===== src/rtl/sync_fifo_pkg.sv =====
// Shared constants and helpers for the single-clock FIFO controller.
// Read-mode encodings and depth derivation used by the controller and its RAM.
package sync_fifo_pkg;

    localparam int FIFO_MODE_STD  = 0;
    localparam int FIFO_MODE_FWFT = 1;

    function automatic int fifo_depth(input int addr_width);
        return 1 << addr_width;
    endfunction

endpackage


===== src/rtl/sync_fifo_ctrl_if.sv =====
// Write/read handshake bundle of the single-clock FIFO.
// The master side is the producer/consumer logic; the slave side is the FIFO.
interface sync_fifo_ctrl_if #(
    parameter int DATA_WIDTH = 16,
    parameter int ADDR_WIDTH = 4
);

    logic                  clr;
    logic [DATA_WIDTH-1:0] wr_data;
    logic                  wr_en;
    logic                  full;
    logic                  almost_full;
    logic                  wr_overflow;
    logic [DATA_WIDTH-1:0] rd_data;
    logic                  rd_en;
    logic                  empty;
    logic                  almost_empty;
    logic                  rd_underflow;
    logic [ADDR_WIDTH:0]   data_count;

    modport master (
        output clr, wr_data, wr_en, rd_en,
        input  full, almost_full, wr_overflow, rd_data,
               empty, almost_empty, rd_underflow, data_count
    );

    modport slave (
        input  clr, wr_data, wr_en, rd_en,
        output full, almost_full, wr_overflow, rd_data,
               empty, almost_empty, rd_underflow, data_count
    );

endinterface


===== src/rtl/sync_fifo_ram.sv =====
// Distributed-RAM storage for the FIFO: synchronous write, asynchronous read.
// Contents are intentionally not reset.
module sync_fifo_ram
    import sync_fifo_pkg::*;
#(
    parameter int DATA_WIDTH = 16,
    parameter int ADDR_WIDTH = 4
) (
    input  logic                  clk,
    input  logic                  we_i,
    input  logic [ADDR_WIDTH-1:0] waddr_i,
    input  logic [DATA_WIDTH-1:0] wdata_i,
    input  logic [ADDR_WIDTH-1:0] raddr_i,
    output logic [DATA_WIDTH-1:0] rdata_o
);

    localparam int DEPTH = fifo_depth(ADDR_WIDTH);

    logic [DATA_WIDTH-1:0] mem_q [DEPTH];

    always_ff @(posedge clk) begin
        if (we_i) begin
            mem_q[waddr_i] <= wdata_i;
        end
    end

    assign rdata_o = mem_q[raddr_i];

endmodule


===== src/rtl/sync_fifo_ctrl.sv =====
// Single-clock FIFO controller: wrap-bit pointers, registered flags and count,
// overflow/underflow pulses, synchronous flush, standard or FWFT read port.
module sync_fifo_ctrl
    import sync_fifo_pkg::*;
#(
    parameter int DATA_WIDTH       = 16,
    parameter int ADDR_WIDTH       = 4,
    parameter int FWFT             = FIFO_MODE_STD,
    parameter int ALMOST_FULL_NUM  = 11,
    parameter int ALMOST_EMPTY_NUM = 4
) (
    input  logic                clk,
    input  logic                rst_n,
    sync_fifo_ctrl_if.slave     fifo
);

    localparam int DEPTH = fifo_depth(ADDR_WIDTH);

    if (ALMOST_FULL_NUM > DEPTH || ALMOST_FULL_NUM < 1 ||
        ALMOST_EMPTY_NUM >= DEPTH || ALMOST_EMPTY_NUM < 0 ||
        (FWFT != FIFO_MODE_STD && FWFT != FIFO_MODE_FWFT)) begin : g_param_err
        $error("sync_fifo_ctrl: illegal FWFT or almost-full/almost-empty threshold");
    end

    typedef logic [ADDR_WIDTH:0] ptr_t;

    localparam ptr_t PTR_ONE = ptr_t'(1);
    localparam ptr_t AF_LVL  = ptr_t'(ALMOST_FULL_NUM);
    localparam ptr_t AE_LVL  = ptr_t'(ALMOST_EMPTY_NUM);

    ptr_t wr_ptr_q, wr_ptr_d;
    ptr_t rd_ptr_q, rd_ptr_d;
    ptr_t count_q,  count_d;

    logic full_q,  full_d;
    logic empty_q, empty_d;
    logic afull_q, afull_d;
    logic aempty_q, aempty_d;
    logic ovf_q,   ovf_d;
    logic unf_q,   unf_d;

    logic wr_acc;
    logic rd_acc;

    logic [DATA_WIDTH-1:0] ram_rdata;

    // Acceptance looks only at registered flags; flush wins over both requests.
    always_comb begin
        wr_acc   = fifo.wr_en & ~full_q  & ~fifo.clr;
        rd_acc   = fifo.rd_en & ~empty_q & ~fifo.clr;
        ovf_d    = fifo.wr_en &  full_q  & ~fifo.clr;
        unf_d    = fifo.rd_en &  empty_q & ~fifo.clr;

        wr_ptr_d = wr_ptr_q;
        rd_ptr_d = rd_ptr_q;
        if (fifo.clr) begin
            wr_ptr_d = '0;
            rd_ptr_d = '0;
        end else begin
            if (wr_acc) begin
                wr_ptr_d = wr_ptr_q + PTR_ONE;
            end
            if (rd_acc) begin
                rd_ptr_d = rd_ptr_q + PTR_ONE;
            end
        end

        count_d  = wr_ptr_d - rd_ptr_d;
        empty_d  = (wr_ptr_d == rd_ptr_d);
        full_d   = (wr_ptr_d[ADDR_WIDTH] != rd_ptr_d[ADDR_WIDTH]) &&
                   (wr_ptr_d[ADDR_WIDTH-1:0] == rd_ptr_d[ADDR_WIDTH-1:0]);
        afull_d  = (count_d >= AF_LVL);
        aempty_d = (count_d <= AE_LVL);
    end

    always_ff @(posedge clk or negedge rst_n) begin
        if (!rst_n) begin
            wr_ptr_q <= '0;
            rd_ptr_q <= '0;
            count_q  <= '0;
            full_q   <= 1'b0;
            empty_q  <= 1'b1;
            afull_q  <= 1'b0;
            aempty_q <= 1'b1;
            ovf_q    <= 1'b0;
            unf_q    <= 1'b0;
        end else begin
            wr_ptr_q <= wr_ptr_d;
            rd_ptr_q <= rd_ptr_d;
            count_q  <= count_d;
            full_q   <= full_d;
            empty_q  <= empty_d;
            afull_q  <= afull_d;
            aempty_q <= aempty_d;
            ovf_q    <= ovf_d;
            unf_q    <= unf_d;
        end
    end

    sync_fifo_ram #(
        .DATA_WIDTH (DATA_WIDTH),
        .ADDR_WIDTH (ADDR_WIDTH)
    ) u_ram (
        .clk     (clk),
        .we_i    (wr_acc),
        .waddr_i (wr_ptr_q[ADDR_WIDTH-1:0]),
        .wdata_i (fifo.wr_data),
        .raddr_i (rd_ptr_q[ADDR_WIDTH-1:0]),
        .rdata_o (ram_rdata)
    );

    if (FWFT == FIFO_MODE_FWFT) begin : g_fwft
        // Head word is presented straight from the RAM; meaningless while empty.
        assign fifo.rd_data = ram_rdata;
    end else begin : g_std
        logic [DATA_WIDTH-1:0] rd_data_q;

        always_ff @(posedge clk or negedge rst_n) begin
            if (!rst_n) begin
                rd_data_q <= '0;
            end else if (rd_acc) begin
                rd_data_q <= ram_rdata;
            end
        end

        assign fifo.rd_data = rd_data_q;
    end

    assign fifo.full         = full_q;
    assign fifo.almost_full  = afull_q;
    assign fifo.wr_overflow  = ovf_q;
    assign fifo.empty        = empty_q;
    assign fifo.almost_empty = aempty_q;
    assign fifo.rd_underflow = unf_q;
    assign fifo.data_count   = count_q;

endmodule


===== src/flat_wrapper.sv =====
// flat-port wrapper written by rule: the top's interface ports become plain ports
module sync_fifo_ctrl_flat import sync_fifo_pkg::*;
#(
    parameter int DATA_WIDTH       = 16,
    parameter int ADDR_WIDTH       = 4,
    parameter int FWFT             = FIFO_MODE_STD,
    parameter int ALMOST_FULL_NUM  = 11,
    parameter int ALMOST_EMPTY_NUM = 4
)
  (clk, rst_n, fifo_clr, fifo_wr_data, fifo_wr_en, fifo_rd_en, fifo_full, fifo_almost_full, fifo_wr_overflow, fifo_rd_data, fifo_empty, fifo_almost_empty, fifo_rd_underflow, fifo_data_count);
  sync_fifo_ctrl_if #(.DATA_WIDTH(DATA_WIDTH), .ADDR_WIDTH(ADDR_WIDTH)) fifo_i ();
  input  logic clk;
  input  logic rst_n;
  input wire logic [$bits(fifo_i.clr)-1:0] fifo_clr;
  input wire logic [$bits(fifo_i.wr_data)-1:0] fifo_wr_data;
  input wire logic [$bits(fifo_i.wr_en)-1:0] fifo_wr_en;
  input wire logic [$bits(fifo_i.rd_en)-1:0] fifo_rd_en;
  output wire logic [$bits(fifo_i.full)-1:0] fifo_full;
  output wire logic [$bits(fifo_i.almost_full)-1:0] fifo_almost_full;
  output wire logic [$bits(fifo_i.wr_overflow)-1:0] fifo_wr_overflow;
  output wire logic [$bits(fifo_i.rd_data)-1:0] fifo_rd_data;
  output wire logic [$bits(fifo_i.empty)-1:0] fifo_empty;
  output wire logic [$bits(fifo_i.almost_empty)-1:0] fifo_almost_empty;
  output wire logic [$bits(fifo_i.rd_underflow)-1:0] fifo_rd_underflow;
  output wire logic [$bits(fifo_i.data_count)-1:0] fifo_data_count;
  assign fifo_i.clr = fifo_clr;
  assign fifo_i.wr_data = fifo_wr_data;
  assign fifo_i.wr_en = fifo_wr_en;
  assign fifo_i.rd_en = fifo_rd_en;
  assign fifo_full = fifo_i.full;
  assign fifo_almost_full = fifo_i.almost_full;
  assign fifo_wr_overflow = fifo_i.wr_overflow;
  assign fifo_rd_data = fifo_i.rd_data;
  assign fifo_empty = fifo_i.empty;
  assign fifo_almost_empty = fifo_i.almost_empty;
  assign fifo_rd_underflow = fifo_i.rd_underflow;
  assign fifo_data_count = fifo_i.data_count;
  sync_fifo_ctrl #(.DATA_WIDTH(DATA_WIDTH), .ADDR_WIDTH(ADDR_WIDTH), .FWFT(FWFT), .ALMOST_FULL_NUM(ALMOST_FULL_NUM), .ALMOST_EMPTY_NUM(ALMOST_EMPTY_NUM)) u_core (.clk(clk), .rst_n(rst_n), .fifo(fifo_i));
endmodule

===== config.mk =====
export PLATFORM = sky130hd
export DESIGN_NAME = sync_fifo_ctrl_flat
export DESIGN_NICKNAME = d
export VERILOG_FILES = /design/src/rtl/sync_fifo_pkg.sv /design/src/rtl/sync_fifo_ctrl_if.sv /design/src/rtl/sync_fifo_ram.sv /design/src/rtl/sync_fifo_ctrl.sv /design/src/flat_wrapper.sv
export SDC_FILE = /design/constraint.sdc
export NUM_CORES = 1
export LEC_CHECK = 0
export CORE_ASPECT_RATIO = 1.75
export CORE_MARGIN = 2
export CORE_UTILIZATION = 55
export DETAILED_ROUTE_END_ITERATION = 10
export GPL_TIMING_DRIVEN = 1
export PLACE_DENSITY = 0.81
export REMOVE_ABC_BUFFERS = 1
export SLEW_MARGIN = 40
export SYNTH_ARGS = -nofsm -noshare
export SYNTH_HDL_FRONTEND = slang
export SYNTH_SLANG_ARGS = --single-unit

===== constraint.sdc =====
create_clock -name clk -period 5.97 [get_ports clk]
set_input_delay 0.8955 -clock clk [delete_from_list [all_inputs] [get_ports clk]]
set_output_delay 0.8955 -clock clk [all_outputs]
set_load 0.01 [all_outputs]

# After elaboration in Yosys (flattened, before gate mapping)
# Memories as Yosys holds them, arrays and structs flattened. A register that Yosys moved wholly into a read port is not among the register bits.
# Cells that the tools add are included.
[word_totals] reg_bits=21 latch_bits=0 ram_bits=256 mem_bits_ro=0 out_inout_bits=27 n_memories=1
[op_classes] add_sub_neg=3 n_mul=0 div=0 magnitude_cmp=2 eq_ne=3 n_shift=0 n_mux=6 bitwise_logic=11 reduce_logical=2
[mem_list] name="u_core.u_ram.mem_q" depth=16 word_bits=16 read_ports=1 rd_clocked_by_memory_dff=1 wr=1 line_no="sync_fifo_ram.sv:19" source="logic [DATA_WIDTH-1:0] mem_q [DEPTH];"
[op_table] op="2-to-1 mux 5 bit" count=4
[op_table] op="adder 5 x 1 -> 5 bit (second input constant)" count=2
[op_table] op="AND 1 bit" count=8
[op_table] op="equality test 5 bit" count=1
[op_table] op=">= comparator 5 x 4 -> 1 bit (second input constant)" count=1
[op_table] op="<= comparator 5 x 3 -> 1 bit (second input constant)" count=1
[op_table] op="subtractor 5 bit" count=1
[op_table] op="equality test 4 bit" count=1
[op_table] op="NOT 1 bit" count=3
[op_table] op="2-to-1 mux 1 bit" count=2
[op_table] op="logical AND 1 bit" count=1
[op_table] op="zero test 1 bit" count=1
[op_table] op="!= test 1 bit" count=1

# Longest topological paths before layout
# Gate-level depths: netlist of the first run.
[depth] word_depth=7 depth_mapped=11 depth_no_buf=10

# By module
# From an unflattened synthesis of the first run, not the netlist that was laid out.
[hier_totals] hier_cells=546 area_unflattened_um2=11383.4
[modules_own_cells] module="sync_fifo_ram" instances=1 cells_each=416 area_per_inst_um2=9723.1 seq_area_each_um2=7687.4
[modules_own_cells] module="sync_fifo_ctrl" instances=1 cells_each=130 area_per_inst_um2=1660.3 seq_area_each_um2=928.4

# Worst setup path before layout of the first run
# No wires, ideal clock.
[synth_timing] path_kind="input to register" startpoint="input fifo_wr_en" endpoint="register u_core.afull_q, in the netlist u_core.fifo.almost_full" setup_ps=121 arrival_ps=2854 path_slack_ps=2995 path_stages=6 path_cell_list="nand3b_1 -> nor3_2 -> xnor2_1 -> a21oi_1 -> or3_4 -> a22o_1"
[synth_between] elab_chain_cells=6
[synth_rtl] item="start, declared" line_no="flat_wrapper.sv:16" source="input wire logic [$bits(fifo_i.wr_en)-1:0] fifo_wr_en;"
[synth_rtl] item="AND 1 bit (2 in series)" line_no="sync_fifo_ctrl.sv:49" source="wr_acc = fifo.wr_en & ~full_q & ~fifo.clr;"
[synth_rtl] item="2-to-1 mux 5 bit" line_no="sync_fifo_ctrl.sv:60" source="if (wr_acc) begin"
[synth_rtl] item="2-to-1 mux 5 bit" line_no="sync_fifo_ctrl.sv:56" source="if (fifo.clr) begin"
[synth_rtl] item="subtractor 5 bit" line_no="sync_fifo_ctrl.sv:68" source="count_d = wr_ptr_d - rd_ptr_d;"
[synth_rtl] item=">= comparator 5 x 4 -> 1 bit" line_no="sync_fifo_ctrl.sv:72" source="afull_d = (count_d >= AF_LVL);"
[synth_rtl] item="net u_core.afull_d" line_no="sync_fifo_ctrl.sv:37" source="logic afull_q, afull_d;"
[synth_rtl] item="end signal, assigned" line_no="sync_fifo_ctrl.sv:93" source="afull_q <= afull_d;"
[synth_rtl] item="end, declared" line_no="sync_fifo_ctrl.sv:37"
# The timed path passes the listed nets, and every way through them passes these cells.

# Worst setup path after layout of the first run
[layout_timing] startpoint="register u_core.rd_ptr_q[1]" endpoint="register u_core.afull_q, in the netlist u_core.fifo.almost_full"
[layout_between] elab_chain_cells=5
[layout_rtl] item="start, declared" line_no="sync_fifo_ctrl.sv:32" source="ptr_t rd_ptr_q, rd_ptr_d;"
[layout_rtl] item="start signal, assigned" line_no="sync_fifo_ctrl.sv:89" source="rd_ptr_q <= rd_ptr_d;"
[layout_rtl] item="adder 5 x 1 -> 5 bit" line_no="sync_fifo_ctrl.sv:64" source="rd_ptr_d = rd_ptr_q + PTR_ONE;"
[layout_rtl] item="2-to-1 mux 5 bit *" line_no="sync_fifo_ctrl.sv:63" source="if (rd_acc) begin"
[layout_rtl] item="2-to-1 mux 5 bit *" line_no="sync_fifo_ctrl.sv:56"
[layout_rtl] item="subtractor 5 bit *" line_no="sync_fifo_ctrl.sv:68"
[layout_rtl] item=">= comparator 5 x 4 -> 1 bit *" line_no="sync_fifo_ctrl.sv:72"
[layout_rtl] item="net u_core.afull_d" line_no="sync_fifo_ctrl.sv:37"
# Mark *: on every way through the listed nets, which the timed path passes. The rest lies on a longest branch.

==> results of run 1 <==
==> power by group through the flow <==
stage	Combinational [mW]	Sequential, mW	Clock, mW
6_report	0.721	2.42	1.44
3_3_place_gp	0.705	2.47	0
3_5_place_dp	0.727	2.47	0
4_1_cts	0.733	2.43	1.46
5_1_grt	0.776	2.44	1.53
2_1_floorplan	0.365	2.52	0
==> per-layer routing <==
metal / global-route usage / vias up / wire length (microns)
li1: - / 2381 / -
met1: 0.2893 / 2985 / 8738
met2: 0.4036 / 303 / 13270
met3: 0.02876 / 64 / 1381
met4: 0.08582 / 0 / 931
met5: 0 / - / 0
==> sequential cells by signal, summed over array words and instances (netlist names) <==
| signal | count |
|---|---|
| u_core.fifo.rd_data | 16 |
| u_core.rd_ptr_q | 5 |
| u_core.u_ram.mem_q | 256 |
| u_core.fifo.empty | 1 |
| u_core.fifo.full | 1 |
| u_core.fifo.wr_overflow | 1 |
| u_core.fifo.almost_full | 1 |
| u_core.wr_ptr_q | 5 |
| u_core.fifo.data_count | 5 |
| u_core.fifo.rd_underflow | 1 |
| u_core.fifo.almost_empty | 1 |
==> final cells by class <==
cell class / instances / area [sq um] / area share
Inverter: 8 / 30.03 / 0.002326
Multi-Input combinational cell: 225 / 2630 / 0.2037
Sequential cell: 293 / 8621 / 0.6678
Tap cell: 248 / 310.3 / 0.02404
Clock buffer: 31 / 648.1 / 0.05021
Timing Repair Buffer: 65 / 606.8 / 0.04701
Clock inverter: 13 / 62.56 / 0.004846
==> how the worst min path moves through the flow <==
stage	depth (start not counted)	from	end	slack [ps]
floorplan	1	u_core.rd_ptr_q[4]	u_core.rd_ptr_q[4]	500
global route	1	rst_n	u_core.fifo.data_count[2]	390
global placement	2	u_core.fifo.rd_data[15]	u_core.fifo.rd_data[15]	470
detailed placement	2	u_core.fifo.rd_data[3]	u_core.fifo.rd_data[3]	480
CTS	1	rst_n	u_core.fifo.rd_data[9]	370
finish	1	rst_n	u_core.fifo.almost_full	370
==> logic make-up after synthesis <==
| group | after synthesis | share of synthesized area |
|---|---|---|
| AND/OR/NAND/NOR | 76 | 0.03554 |
| buffers and inverters | 36 | 0.01402 |
| multiplexers | 67 | 0.1298 |
| flip-flops | 293 | 0.7600 |
| XOR/XNOR | 10 | 0.008387 |
| adder cells (fa/ha/maj) | 10 | 0.01170 |
| AO/OA/AOI/OAI | 62 | 0.04061 |
==> layout by cell type (no fill, tap or decap), drive strengths merged <==
cell type and count:
nand4 3, a211oi 1, mux4 64, fa 1, xor2 6, a21o 4, dfrtp 35, o21ai 17
and2b 2, inv 8, nand2b 7, clkdlybuf4s50 46, nand3 1, clkinv 11, mux2i 3, edfxtp 256
a22o 17, dfstp 2, nand2 23, nor3 6, ha 9, a221oi 17, clkbuf 31, and3b 1
nor2b 3, nand3b 2, or3b 1, or3 1, or2 5, xnor2 4, clkinvlp 2, and2 2
a211o 1, buf 19, nor2 19, a21oi 5
==> through the flow <==
stage / std cells / power, mW / hold WS (ps) / util
floorplan: 526 / 2.884 / 498.5 / -
global placement: 839 / 3.172 / 474.5 / 0.5994
detailed placement: 839 / 3.195 / 480.9 / 0.6008
CTS: 883 / 4.621 / 368.8 / 0.6358
global route: 883 / 4.749 / 389.2 / 0.6363
finish: 883 / 4.586 / 368.2 / 0.6363
==> impl_metrics.yaml, run 1 <==
cts:
  postCtsSetupBuffers: 0
  clkTransAtPathRegs_ps: 70
  clock-root-buffer: "clkbuf_16"
  cts_inserted_buffers: 24
  postCtsHoldBufs: 0
  clkSinkCount: 293
  worst_skew_pair.late_latency_ps: 520
  clk_path_buf_depth: 3
  tritoncts: "yes"
  cts-resized-gates: 0
  h-tree-depth: 1
worst_setup_path:
  cp_num_cells: 8
  path_max_fanout: 40
  r2r_cells: 8
  r2r-start: "u_core.rd_ptr_q[1]"
  max_stage_delay_ps: 850
  critPathBufInv: 1
  path_delay_family: "flip-flops"
  required_ps: 6370
  end_kind: "flip-flop"
  crit_path_start_kind: "flip-flop"
  worst-setup-path-type: "flip-flop to flip-flop"
  cp_cell_sequence: "buf_4, mux2i_1, or2_2, fa_1, a21o_1, a21oi_1, o21ai_1, a22o_1"
  r2r_slack_ps: 2650
  slowest_stage: "dfrtp_2"
  arrival_ps: 3720
  reg2reg_to: "u_core.fifo.almost_full"
  endpoint: "u_core.fifo.almost_full"
  critPathLaunch: "u_core.rd_ptr_q[1]"
floorplan:
  die_x_microns: 112.5
  die_h_microns: 193.9
  core-area_sq_um: 20290
  initial_core_util: 0.5588
  rows: 69
  die_area_sq_um: 21820
  io_pins: 48
routing:
  detail-route-antenna-nets: 0
  drt_iter0_markers: 474
  wirelength_microns: 24320
  num_vias: 5733
  wl_per_cell_microns: 27.54
  dr.pass1.iters: 5
  drc: 0
  drt-vias-per-instance: 6.493
sta:
  hold_viol: 0
  period_needed_ps: 3324
  fin_crit_sh: 0.5567
  worst_pin_slew_ps: 817.4
  max_freq_mhz: 300.9
  skew_ps: 15.85
  drv_slew: 0
  fin_ws_ps: 2646
  rsz0062_at_grt: "false"
  setup-violations-final: 0
  setup_tns_ps: 0
  relSlewSlack: 0.4521
yosys:
  synth_top_area_frac: 0.6781
  syn_area_per_cell_sq_um: 20.46
  ys_top_cells_by_count: "edfxtp_1 (256), mux4_2 (64), dfrtp_1 (35)"
  synth_edf_count: 256
  yosys_warnings: 0
  yosysTopAreaCell: "edfxtp_1"
  netlist_instances: 554
  synth_area_sq_um: 11340
  synth_cell_type_count: 40
  synth_area_leaders: "edfxtp_1 (68%), mux4_2 (13%), dfrtp_1 (7.7%)"
  ys_seq_area_frac: 0.7600
  synthMostInstantiatedCell: "edfxtp_1"
  ys.flop_type: "edfxtp_1"
  async_flop_share: 0.1263
  synth_seq_cells: 293
power:
  p_int_mw: 3.500
  pwr-share-seq: 0.529
  p_clk_frac: 0.314
  power_density_nw_per_um2: 355.3
  comb_power_share: 0.157
  ir_drop_v: 0.0002802
  netSwitchingFraction: 0.2370
  leakage_nw: 4.290
  p_sw_mw: 1.087
finish:
  areaGrowthSynthToFinish_pct: 13.86
  nets: 648
  n_fill_cell: 1294
  num_antenna_cells: 0
  drive_gt1_frac: 0.2252
  stdcell_area_sq_um: 12910
grt:
  grt_pass1_vias: 6055
  grt_overflow: 0
  grt_max_degree: 41
  grt_pass1_wl_microns: 36930
  track_usage: 0.2282
  antenna_found_initial: 0
status:
  status: "complete, no violations"
place:
  dpl_cell_area_sq_um: 12190
  dp_slack_ps: 2336
  portBuffers: 47
  dp_hpwl_microns: 14330
  place_congestion: 0.7920
min_path:
  hold_path_class: "input pin to asynchronous set/reset pin"
job:
  cap_violations: 0
(Power assumes the default switching activity.)
==> inputs of run 2 (changes only) <==
--- a/config.mk
+++ b/config.mk
@@ -7,10 +7,10 @@
 export LEC_CHECK = 0
 export CORE_ASPECT_RATIO = 1.75
 export CORE_MARGIN = 2
-export CORE_UTILIZATION = 55
+export CORE_UTILIZATION = 54
 export DETAILED_ROUTE_END_ITERATION = 10
 export GPL_TIMING_DRIVEN = 1
-export PLACE_DENSITY = 0.81
+export PLACE_DENSITY = 0.83
 export REMOVE_ABC_BUFFERS = 1
 export SLEW_MARGIN = 40
 export SYNTH_ARGS = -nofsm -noshare
==> constraint.sdc (replaced) <==
create_clock -name clk -period 2.7 [get_ports clk]
set_input_delay 0.405 -clock clk [delete_from_list [all_inputs] [get_ports clk]]
set_output_delay 0.405 -clock clk [all_outputs]
set_load 0.01 [all_outputs]
==> run 2 against run 1 <==
- first-iteration DRC count grew 13%
- register-to-register slack lost 2500 ps
- wire length grew 1.0%
- total power grew 130%
- setup slack lost 2500 ps
- critical path depth grew 1
- final area grew 2.8%
- critical path type unchanged
- critical endpoint is now u_core.fifo.almost_empty
- largest cell class unchanged
- largest power group unchanged
==> impl_metrics.yaml, run 2 (synthesized netlist as in run 1, its figures left out) <==
status:
  status: "complete, no violations"
grt:
  grt_overflow: 0
  antenna_found_initial: 0
  grt_pass1_vias: 6233
  track_usage: 0.2287
  grt_pass1_wl_microns: 37190
  grt_max_degree: 67
routing:
  wl_per_cell_microns: 26.71
  wirelength_microns: 24570
  drt-vias-per-instance: 6.315
  dr.pass1.iters: 5
  drt_iter0_markers: 535
  detail-route-antenna-nets: 0
  num_vias: 5810
  drc: 0
finish:
  final_common_cell: "edfxtp_1"
  top_register: "u_core.u_ram.mem_q"
  largest_reg_flops: 256
  num_antenna_cells: 0
  areaGrowthSynthToFinish_pct: 17.00
  stdcell_count: 920
  layout_common_cells: "edfxtp_1 (256), mux4_2 (64), clkdlybuf4s50_1 (46)"
  seqCellArea_sq_um: 8621
  drive_gt1_frac: 0.2500
  n_fill_cell: 1286
  nets: 679
  multi_input_area_sq_um: 2590
floorplan:
  rows: 70
  core-area_sq_um: 20760
  initial_core_util: 0.5462
  die_area_sq_um: 22220
  die_x_microns: 113.5
  die_h_microns: 195.7
  io_pins: 48
job:
  cap_violations: 0
sta:
  relSlewSlack: 0.5404
  setup-violations-final: 0
  hold_viol: 0
  period_needed_ps: 2555
  fin_ws_ps: 145.1
  worst_pin_slew_ps: 689.4
  rsz0062_at_grt: "false"
  fin_crit_sh: 0.9462
  max_freq_mhz: 391.4
  skew_ps: 14.61
  drv_slew: 0
worst_setup_path:
  worst-setup-path-type: "flip-flop to flip-flop"
  path_max_fanout: 4
  required_ps: 3140
  max_stage_delay_ps: 560
  crit_path_start_kind: "flip-flop"
  cp_cell_sequence: "nor2b_1, buf_4, mux2i_1, or2_2, fa_1, a21o_1, a21oi_1, o21ai_1, a221oi_2"
  arrival_ps: 2990
  end_kind: "flip-flop"
  slowest_stage: "dfstp_2"
place:
  portBuffers: 47
  dp_slack_ps: -241.1
  dp_hpwl_microns: 14500
  placedCellCount: 871
  place_congestion: 0.8091
power:
  power_density_nw_per_um2: 793.5
  leakage_nw: 4.499
  ir_drop_v: 0.0006224
  power_mw: 10.53
cts:
  cts-resized-gates: 0
  h-tree-depth: 1
  clock-root-buffer: "clkbuf_16"
  postCtsSetupBuffers: 0
  cts_inserted_buffers: 26
  clkTransAtPathRegs_ps: 70
  tritoncts: "yes"
  clk_path_buf_depth: 3
  worst_skew_pair.late_latency_ps: 520
  clkSinkCount: 293
  postCtsHoldBufs: 1
min_path:
  hold_path_class: "input pin to asynchronous set/reset pin"
==> run 2: cell types whose count changed in the layout (fill, tap and decap cells not counted), sizes merged <==
cell / previous run / this run
buf: 19 / 47
bufinv: 0 / 1
clkbuf: 31 / 32
clkinv: 11 / 13
clkinvlp: 2 / 1
dlygate4sd3: 0 / 1
inv: 8 / 9
==> run 2: final cells by class <==
class	instances	area share
flip-flops and latches	293	0.6499
repair buffers	94	0.06754
clock buffers	32	0.05235
multi-input cells	225	0.1953
inverters	8	0.002264
well taps	252	0.02377
clock inverters	16	0.008867
==> run 2: final timing paths <==
kind                       slack [ps]  depth (start not counted)                        to                    from
setup / recovery                  150                          9  u_core.fifo.almost_empty       u_core.fifo.empty
hold reg to reg                   480                          2    u_core.fifo.rd_data[1]  u_core.fifo.rd_data[1]
max in group asynchronous        1650                          3    u_core.fifo.rd_data[3]                   rst_n
setup reg to reg                  150                          9  u_core.fifo.almost_empty       u_core.fifo.empty
min in group clk                  480                          2    u_core.fifo.rd_data[1]  u_core.fifo.rd_data[1]
hold / removal                    460                          2    u_core.fifo.rd_data[1]                   rst_n
==> run 2: per-stage QoR <==
step           hold WS, ps  TNS, ps  area, sq um  utilization
2_1_floorplan        109.4   -37320        11210            -
3_3_place_gp         468.1   -289.1        12440       0.5993
3_5_place_dp         475.3   -609.9        12440       0.5993
4_1_cts              478.4        0        13260       0.6389
5_1_grt              531.3        0        13260       0.6390
6_report             455.1        0        13260       0.6390
==> run 2: power breakdown <==
part / switching (mW) / total (mW) / internal (mW) / leakage, nW
clock network: 1.58 / 3.51 / 1.94 / 0.395
registers: 0.118 / 5.27 / 5.15 / 2.78
logic: 0.796 / 1.74 / 0.946 / 1.32
==> run 2: critical path: cells and delay by family (launching register included) <==
kind / cells / cell delay [ps]
compound gates: 4 / 790
fa+ha+maj: 1 / 460
buf+inv: 1 / 150
flops: 1 / 560
mux: 1 / 120
simple gates: 2 / 390
==> run 2: metal layers <==
| layer | global-route usage | part of all wire | vias up |
|---|---|---|---|
| met1 | 0.2973 | 0.37 | 3037 |
| met5 | 0 | 0 | - |
| met4 | 0.07904 | 0.026 | 0 |
| met3 | 0.03120 | 0.062 | 49 |
| li1 | - | - | 2440 |
| met2 | 0.3988 | 0.55 | 284 |
